**src/rtl/bin_serializer_pkg.sv**
```systemverilog
// Shared definitions for the ASCII byte serializer: FSM state encoding,
// line levels and the frame-length helper.
package bin_serializer_pkg;

   // Serializer FSM states
   typedef enum logic [2:0] {
      IDLE   = 3'd0,
      START  = 3'd1,
      DATA   = 3'd2,
      PARITY = 3'd3,
      STOP   = 3'd4
   } state_t;

   // Line levels for idle/stop and for the start bit
   localparam logic IDLE_LEVEL  = 1'b1;
   localparam logic START_LEVEL = 1'b0;

   // Clocks occupied by one complete frame:
   // start + 8 data + optional parity + stop bits, each clks long.
   function automatic int unsigned frame_cycles(input int unsigned clks,
                                                input int unsigned par,
                                                input int unsigned stops);
      return (32'd9 + par + stops) * clks;
   endfunction

endpackage

```
**src/rtl/bin_serializer_bit_timer.sv**
```systemverilog
// Per-bit cycle counter for the serializer. Counts 0..CLKS_PER_BIT-1 and
// wraps at every bit boundary; held at zero while restart is asserted.
module bit_timer #(
   parameter int unsigned CLKS_PER_BIT = 4
) (
   input  logic clk,
   input  logic rst_n,
   input  logic i_restart,
   output logic o_bit_first,
   output logic o_bit_last,
   output logic o_next_last
);

   localparam int unsigned    CW   = $clog2(CLKS_PER_BIT + 1);
   localparam logic [CW-1:0]  LAST = CW'(CLKS_PER_BIT - 1);

   logic [CW-1:0] r_cnt;
   logic [CW-1:0] w_cnt_next;

   // With CLKS_PER_BIT = 1 the counter stays at zero and every cycle is
   // both the first and the last cycle of a bit.
   assign o_bit_first = (r_cnt == '0);
   assign o_bit_last  = (r_cnt == LAST);

   // Next count: wrap at the bit boundary, park at zero on restart
   always_comb begin
      w_cnt_next = r_cnt + 1'b1;
      if (i_restart || o_bit_last) begin
         w_cnt_next = '0;
      end
   end

   // Lets the parent register pulses that must land on a bit's last cycle
   assign o_next_last = (w_cnt_next == LAST);

   // Cycle counter register with synchronous active-low reset
   always_ff @(posedge clk) begin
      if (!rst_n) begin
         r_cnt <= '0;
      end else begin
         r_cnt <= w_cnt_next;
      end
   end

endmodule

```
**src/rtl/bin_serializer.sv**
```systemverilog
// Parallel-to-serial framing stage: accepts one ASCII byte per valid/ready
// handshake and sends start, 8 data bits MSB-first, optional even parity
// and 1 or 2 stop bits, each held CLKS_PER_BIT clocks.
module bin_serializer
   import bin_serializer_pkg::*;
#(
   parameter int unsigned CLKS_PER_BIT = 4,
   parameter int unsigned PARITY_EN    = 1,
   parameter int unsigned STOP_BITS    = 1
) (
   input  logic       clk,
   input  logic       rst_n,
   input  logic       in_valid,
   input  logic [7:0] in_data,
   output logic       in_ready,
   output logic       tx_bit,
   output logic       tx_busy,
   output logic       bit_strobe,
   output logic       frame_done
);

   localparam logic LAST_STOP = (STOP_BITS == 2) ? 1'b1 : 1'b0;

   state_t     r_state;
   logic [2:0] r_bit_idx;
   logic       r_stop_idx;
   logic [7:0] r_shift;
   logic       r_parity;
   logic       r_ready_en;
   logic       r_tx_bit;
   logic       r_tx_busy;
   logic       r_bit_strobe;
   logic       r_frame_done;

   state_t     w_state_next;
   logic [2:0] w_bit_idx_next;
   logic       w_stop_idx_next;
   logic [7:0] w_shift_next;
   logic       w_parity_next;
   logic       w_tx_next;
   logic       w_strobe_next;
   logic       w_done_next;

   logic       w_bit_first;
   logic       w_bit_last;
   logic       w_next_last;
   logic       w_final_cycle;
   logic       w_accept;

   bit_timer #(
      .CLKS_PER_BIT (CLKS_PER_BIT)
   ) u_bit_timer (
      .clk         (clk),
      .rst_n       (rst_n),
      .i_restart   (r_state == IDLE),
      .o_bit_first (w_bit_first),
      .o_bit_last  (w_bit_last),
      .o_next_last (w_next_last)
   );

   // Last cycle of the last stop bit: the slot where a follow-on byte is taken
   assign w_final_cycle = (r_state == STOP) && (r_stop_idx == LAST_STOP) && w_bit_last;

   // r_ready_en keeps ready low until the first cycle after reset is released
   assign in_ready = rst_n && r_ready_en && ((r_state == IDLE) || w_final_cycle);
   assign w_accept = in_valid && in_ready;

   // Next-state, next-line-level and strobe decode for the upcoming cycle.
   // Outputs are registered from these values so each flop already holds
   // the level of the bit that is on the line in that cycle.
   always_comb begin
      w_state_next    = r_state;
      w_bit_idx_next  = r_bit_idx;
      w_stop_idx_next = r_stop_idx;
      w_shift_next    = r_shift;
      w_parity_next   = r_parity;
      w_tx_next       = r_tx_bit;
      w_strobe_next   = 1'b0;

      if (w_accept) begin
         w_state_next  = START;
         w_shift_next  = in_data;
         w_parity_next = ^in_data;
         w_tx_next     = START_LEVEL;
         w_strobe_next = 1'b1;
      end else begin
         case (r_state)
            IDLE: begin
               w_tx_next = IDLE_LEVEL;
            end

            START: begin
               if (w_bit_last) begin
                  w_state_next   = DATA;
                  w_bit_idx_next = 3'd0;
                  w_tx_next      = r_shift[7];
                  w_strobe_next  = 1'b1;
               end
            end

            DATA: begin
               // The bit on the line is dropped from the shifter on its
               // first cycle, so the next bit is always the post-shift MSB,
               // including when first and last cycle coincide.
               if (w_bit_first) begin
                  w_shift_next = {r_shift[6:0], 1'b0};
               end
               if (w_bit_last) begin
                  w_strobe_next = 1'b1;
                  if (r_bit_idx == 3'd7) begin
                     if (PARITY_EN != 0) begin
                        w_state_next = PARITY;
                        w_tx_next    = r_parity;
                     end else begin
                        w_state_next    = STOP;
                        w_stop_idx_next = 1'b0;
                        w_tx_next       = IDLE_LEVEL;
                     end
                  end else begin
                     w_bit_idx_next = r_bit_idx + 3'd1;
                     w_tx_next      = w_shift_next[7];
                  end
               end
            end

            PARITY: begin
               if (w_bit_last) begin
                  w_state_next    = STOP;
                  w_stop_idx_next = 1'b0;
                  w_tx_next       = IDLE_LEVEL;
                  w_strobe_next   = 1'b1;
               end
            end

            STOP: begin
               if (w_bit_last) begin
                  w_tx_next = IDLE_LEVEL;
                  if (r_stop_idx == LAST_STOP) begin
                     w_state_next = IDLE;
                  end else begin
                     w_stop_idx_next = 1'b1;
                     w_strobe_next   = 1'b1;
                  end
               end
            end

            default: begin
               w_state_next = IDLE;
               w_tx_next    = IDLE_LEVEL;
            end
         endcase
      end

      // frame_done lands on the last cycle of the last stop bit
      w_done_next = (w_state_next == STOP) && (w_stop_idx_next == LAST_STOP) && w_next_last;
   end

   // State, datapath and registered outputs; reset abandons any frame in flight
   always_ff @(posedge clk) begin
      if (!rst_n) begin
         r_state      <= IDLE;
         r_bit_idx    <= '0;
         r_stop_idx   <= 1'b0;
         r_shift      <= '0;
         r_parity     <= 1'b0;
         r_ready_en   <= 1'b0;
         r_tx_bit     <= IDLE_LEVEL;
         r_tx_busy    <= 1'b0;
         r_bit_strobe <= 1'b0;
         r_frame_done <= 1'b0;
      end else begin
         r_state      <= w_state_next;
         r_bit_idx    <= w_bit_idx_next;
         r_stop_idx   <= w_stop_idx_next;
         r_shift      <= w_shift_next;
         r_parity     <= w_parity_next;
         r_ready_en   <= 1'b1;
         r_tx_bit     <= w_tx_next;
         r_tx_busy    <= (w_state_next != IDLE);
         r_bit_strobe <= w_strobe_next;
         r_frame_done <= w_done_next;
      end
   end

   assign tx_bit     = r_tx_bit;
   assign tx_busy    = r_tx_busy;
   assign bit_strobe = r_bit_strobe;
   assign frame_done = r_frame_done;

endmodule

```
**config.mk**
```make
export PLATFORM = sky130hd
export DESIGN_NAME = bin_serializer
export DESIGN_NICKNAME = d
export VERILOG_FILES = /design/src/rtl/bin_serializer_pkg.sv /design/src/rtl/bin_serializer_bit_timer.sv /design/src/rtl/bin_serializer.sv
export SDC_FILE = /design/constraint.sdc
export NUM_CORES = 1
export LEC_CHECK = 0
export CORE_MARGIN = 4
export CORE_UTILIZATION = 54
export DETAILED_ROUTE_END_ITERATION = 8
export PLACE_DENSITY_LB_ADDON = 0.3
export SETUP_SLACK_MARGIN = 0.4
export SKIP_LAST_GASP = 1
export SYNTH_ARGS = -nofsm -noshare
export SYNTH_HDL_FRONTEND = slang
export SYNTH_SLANG_ARGS = --single-unit
```
**constraint.sdc**
```tcl
create_clock -name clk -period 2.2 [get_ports clk]
set_input_delay 0.44 -clock clk [delete_from_list [all_inputs] [get_ports clk]]
set_output_delay 0.44 -clock clk [all_outputs]
set_load 0.1 [all_outputs]
```
==> qor.csv <==
stage,metric,value,unit
clock_network,Root Buffer,clkbuf_4,
min_path,endpoint with the worst hold slack,r_shift[2]$_SDFFE_PN0P_,
clock_network,# hold bufs at CTS,0,
place,HPWL Detailed,1.95,mm
worst_setup_path,crit start category,flop,
synthesis,"area leader, netlist",dfxtp_1,
clock_network,"Clk Latency, worst-skew pair",0.32,ns
clock_network,Max clock buf depth,2,
worst_setup_path,CP endpoint kind,output port,
route,drt first-iter violations,22,
clock_network,H-tree levels,1,
synthesis,xor and xnor area share after synthesis,0.0603,
sta,final worst setup slack,0.383,ns
route,DR vias/cell,5.89,
sta,Tcrit/Tclk final,0.826,
place,PortBufs,15,
min_path,Tightest Hold Check Type,flop to flop,
sta,Final min period,1.82,ns
worst_setup_path,Worst R2R Start,u_bit_timer.r_cnt[1]$_SDFF_PN0_,
finish,number of diodes,0,
sta,fin. max-slew vios,0,
sta,RSZ-0062 raised after global routing,yes,
power_and_ir_drop,Combinational Power Share,0.165,
synthesis,post-synthesis simple-gate area fraction,0.216,
die,row count,17,
die,die width,57.2,µm
global_route,GR met3 Demand/Resource,0.0362,
synthesis,largest family of logic cells by synthesized area,compound AO/OA/AOI/OAI gates,
status,status,completed,
worst_setup_path,CP max FO,2,
power_and_ir_drop,Sw Share,0.259,
worst_setup_path,slack of the worst reg-to-reg path,0.42,ns
die,die area,3270,µm²
sta,worst-margin pin slew,0.446,ns
worst_setup_path,critical path arrival,1.38,ns
die,I/O Pins,16,
sta,clock skew,0.00445,ns
route,Via Count,1102,
route,Detail Route Antenna Nets,0,
clock_network,TritonCTS clock tree,built,
sta,TNS Setup,0,ns
global_route,first-pass GRT wire length,4.71,mm
sta,Hold Fails Final Rpt,0,
synthesis,Synth Area in Adders,0.0575,
flow_run,Max-Cap Viols,0,
sta,Fmax,550,MHz
synthesis,post-synthesis cell type count,43,
finish,layout cells sized above 1,0.283,
worst_setup_path,path depth of the worst reg2reg path,9,
power_and_ir_drop,VDD IR-drop max,0.359,mV
finish,Final nets,177,
power_and_ir_drop,P_int,0.612,mW
global_route,largest net degree at the start of global routing,14,
worst_setup_path,reg2reg end,r_shift[2]$_SDFFE_PN0P_,
synthesis,Post-Synthesis Cells,137,
synthesis,Yosys top cell area share,0.368,
global_route,met1 Use GR,0.217,
route,Pre-antenna DRT Iters,4,
global_route,number of global-route vias before repair,1087,
synthesis,Compound-Gate Fraction of Synth Area,0.216,
power_and_ir_drop,Leakage,0.581,nW
power_and_ir_drop,total power per unit cell area,518,nW/µm²
synthesis,register area share after synthesis,0.368,
synthesis,post-synthesis net count,154,
finish,Area Overhead vs Synth,22.0,%
synthesis,Syn Area/Cell,9.53,µm²
synthesis,Seq cells post-synth,24,
min_path,Worst Min Path Start,r_shift[2]$_SDFFE_PN0P_,
worst_setup_path,Crit path required time,1.76,ns
global_route,met2 Use GR,0.323,
route,Routed WL,2.79,mm
power_and_ir_drop,net switching power of the design,0.214,mW
global_route,initial antenna violation count,0,
clock_network,TritonCTS Sinks,24,
power_and_ir_drop,Reg power frac,0.552,
worst_setup_path,Setup Crit Path Kind,flop to output port,
die,core area,2250,µm²
route,routed length per instance,14.9,µm
die,Starting Density,0.579,
global_route,GR Util All Layers,0.180,
place,GPL Wtd Cong,0.856,
sta,final setup fails,0,
synthesis,largest cells by area after synthesis,"dfxtp_1 (37%), ha_1 (5.7%), xnor2_1 (5.4%)",
clock_network,CTS Buf Count,3,
min_path,Worst Hold Path Cells,2,
route,residual DRC count,0,
sta,max_slew headroom,0.702,
place,dpl ws,0.180,ns
synthesis,yosys warns,0,
synthesis,synthesized area,1310,µm²
global_route,gr busiest metal,met2,
power_and_ir_drop,Clock Power Share,0.283,
synthesis,multiplexer share of the synthesized area,0.00862,
global_route,GRT overflow,0,
die,die height,57.2,µm
clock_network,"Reg clk slew, reported paths",0.13,ns
power by group through the flow:
stage / logic, mW / clock network (mW) / registers, mW
after floorplan: 0.0754 / 0 / 0.477
after global placement: 0.126 / 0 / 0.465
after global routing: 0.146 / 0.263 / 0.458
after CTS: 0.132 / 0.242 / 0.456
after detailed placement: 0.129 / 0 / 0.465
final: 0.136 / 0.234 / 0.456
cells in the mapped netlist:
library cell / count
a31oi_1: 2
nor3b_4: 1
nand4b_1: 1
inv_1: 5
a311oi_2: 3
nand2b_1: 4
o21ai_1: 1
or4_1: 1
or2b_1: 1
o2111ai_4: 1
nor2_1: 5
ha_1: 6
buf_6: 5
nor2_4: 1
and2_1: 2
or3_1: 1
a22o_1: 2
nand4_1: 2
o31ai_1: 1
inv_2: 1
mux2_2: 1
nand2_1: 7
buf_4: 1
and3b_1: 1
xor2_1: 1
and4_4: 1
a21boi_1: 1
o21ai_0: 4
nand3_1: 7
a22oi_1: 4
or2_1: 1
a21oi_1: 13
and3_1: 2
a211oi_1: 1
o21a_1: 1
dfxtp_1: 24
nor3_1: 4
xnor2_1: 8
nand2_2: 3
buf_2: 2
nor2b_4: 1
o2111a_1: 2
o31a_1: 1
flip-flops by register name, indices dropped and copies added, names as in the netlist:
| register | flops |
|---|---|
| r_parity | 1 |
| tx_busy | 1 |
| r_ready_en | 1 |
| r_state | 3 |
| u_bit_timer.r_cnt | 3 |
| r_stop_idx | 1 |
| r_bit_idx | 3 |
| frame_done | 1 |
| r_shift | 8 |
| bit_strobe | 1 |
| tx_bit | 1 |
per-stage QoR:
step	std cells	hold slack (ns)	power [mW]	utilization	instance area [µm²]
2_1_floorplan	137	0.417	0.552	-	1360
3_3_place_gp	175	0.430	0.591	0.659	1490
3_5_place_dp	175	0.434	0.594	0.659	1490
4_1_cts	183	0.484	0.830	0.691	1560
5_1_grt	187	0.500	0.868	0.707	1590
6_report	187	0.486	0.826	0.707	1590
metal layers:
metal | routed length [µm] | share of wire
met5 | 0 | 0
met4 | 57 | 0.020
met3 | 159 | 0.057
met2 | 1400 | 0.50
met1 | 1180 | 0.42
what timing repair did:
action | in CTS | in global routing
setup buffers | 4 | 4
endpoints found under the setup margin | 1 | 12
hold endpoints to repair | 0 | 0
resized for setup | 5 | 3
pin swaps | 1 | 0
cells by family (layout without fill, tap and decap cells):
logic type | count (synthesis) | count (layout)
fa+ha+maj | 6 | 6
simple gates | 46 | 46
mux | 1 | 1
flops | 24 | 24
compound gates | 37 | 37
xor+xnor | 9 | 9
buf+inv | 14 | 36
worst max-delay path, stage by stage, from the launching register on:
cell,delay (ns)
dfxtp_2,0.38
ha_4,0.15
ha_4,0.15
nand2b_4,0.06
a21oi_4,0.14
buf_12,0.19
final cells by class:
type                       instances  area (µm²)
multi-input combinational         99         779
clock buffer                       4        36.3
tap                               28        35.0
timing repair buffer              26         235
sequential                        24         485
inverter                           6        22.5
fill                             186         661
cell usage in the layout, fill, tap and decap left out, types with 2 or more instances in the layout:
| cell | n |
|---|---|
| ha_1 | 4 |
| a22oi_1 | 4 |
| nand3_1 | 7 |
| buf_4 | 14 |
| ha_4 | 2 |
| a21oi_1 | 12 |
| clkbuf_4 | 3 |
| clkdlybuf4s50_1 | 9 |
| nand2_2 | 4 |
| nand2_1 | 6 |
| nand2b_1 | 3 |
| inv_2 | 2 |
| dfxtp_1 | 20 |
| and3_1 | 2 |
| xnor2_1 | 8 |
| inv_1 | 4 |
| o21ai_0 | 4 |
| nor2_1 | 5 |
| a311oi_2 | 3 |
| dfxtp_2 | 4 |
| a22o_1 | 2 |
| nor3_1 | 4 |
| a31oi_1 | 2 |
| nand4_1 | 2 |
how the worst max path moves through the flow:
| stage | from | to | slack (ns) | cells after the start |
|---|---|---|---|---|
| final | u_bit_timer.r_cnt[1]$_SDFF_PN0_ | in_ready | 0.38 | 5 |
| after global routing | u_bit_timer.r_cnt[1]$_SDFF_PN0_ | in_ready | 0.33 | 5 |
| after CTS | u_bit_timer.r_cnt[1]$_SDFF_PN0_ | in_ready | 0.37 | 5 |
| after detailed placement | rst_n | in_ready | 0.18 | 5 |
| after global placement | rst_n | in_ready | 0.20 | 5 |
| after floorplan | u_bit_timer.r_cnt[1]$_SDFF_PN0_ | in_ready | 0.44 | 5 |
Note: power is estimated with default switching activity, not from simulation.
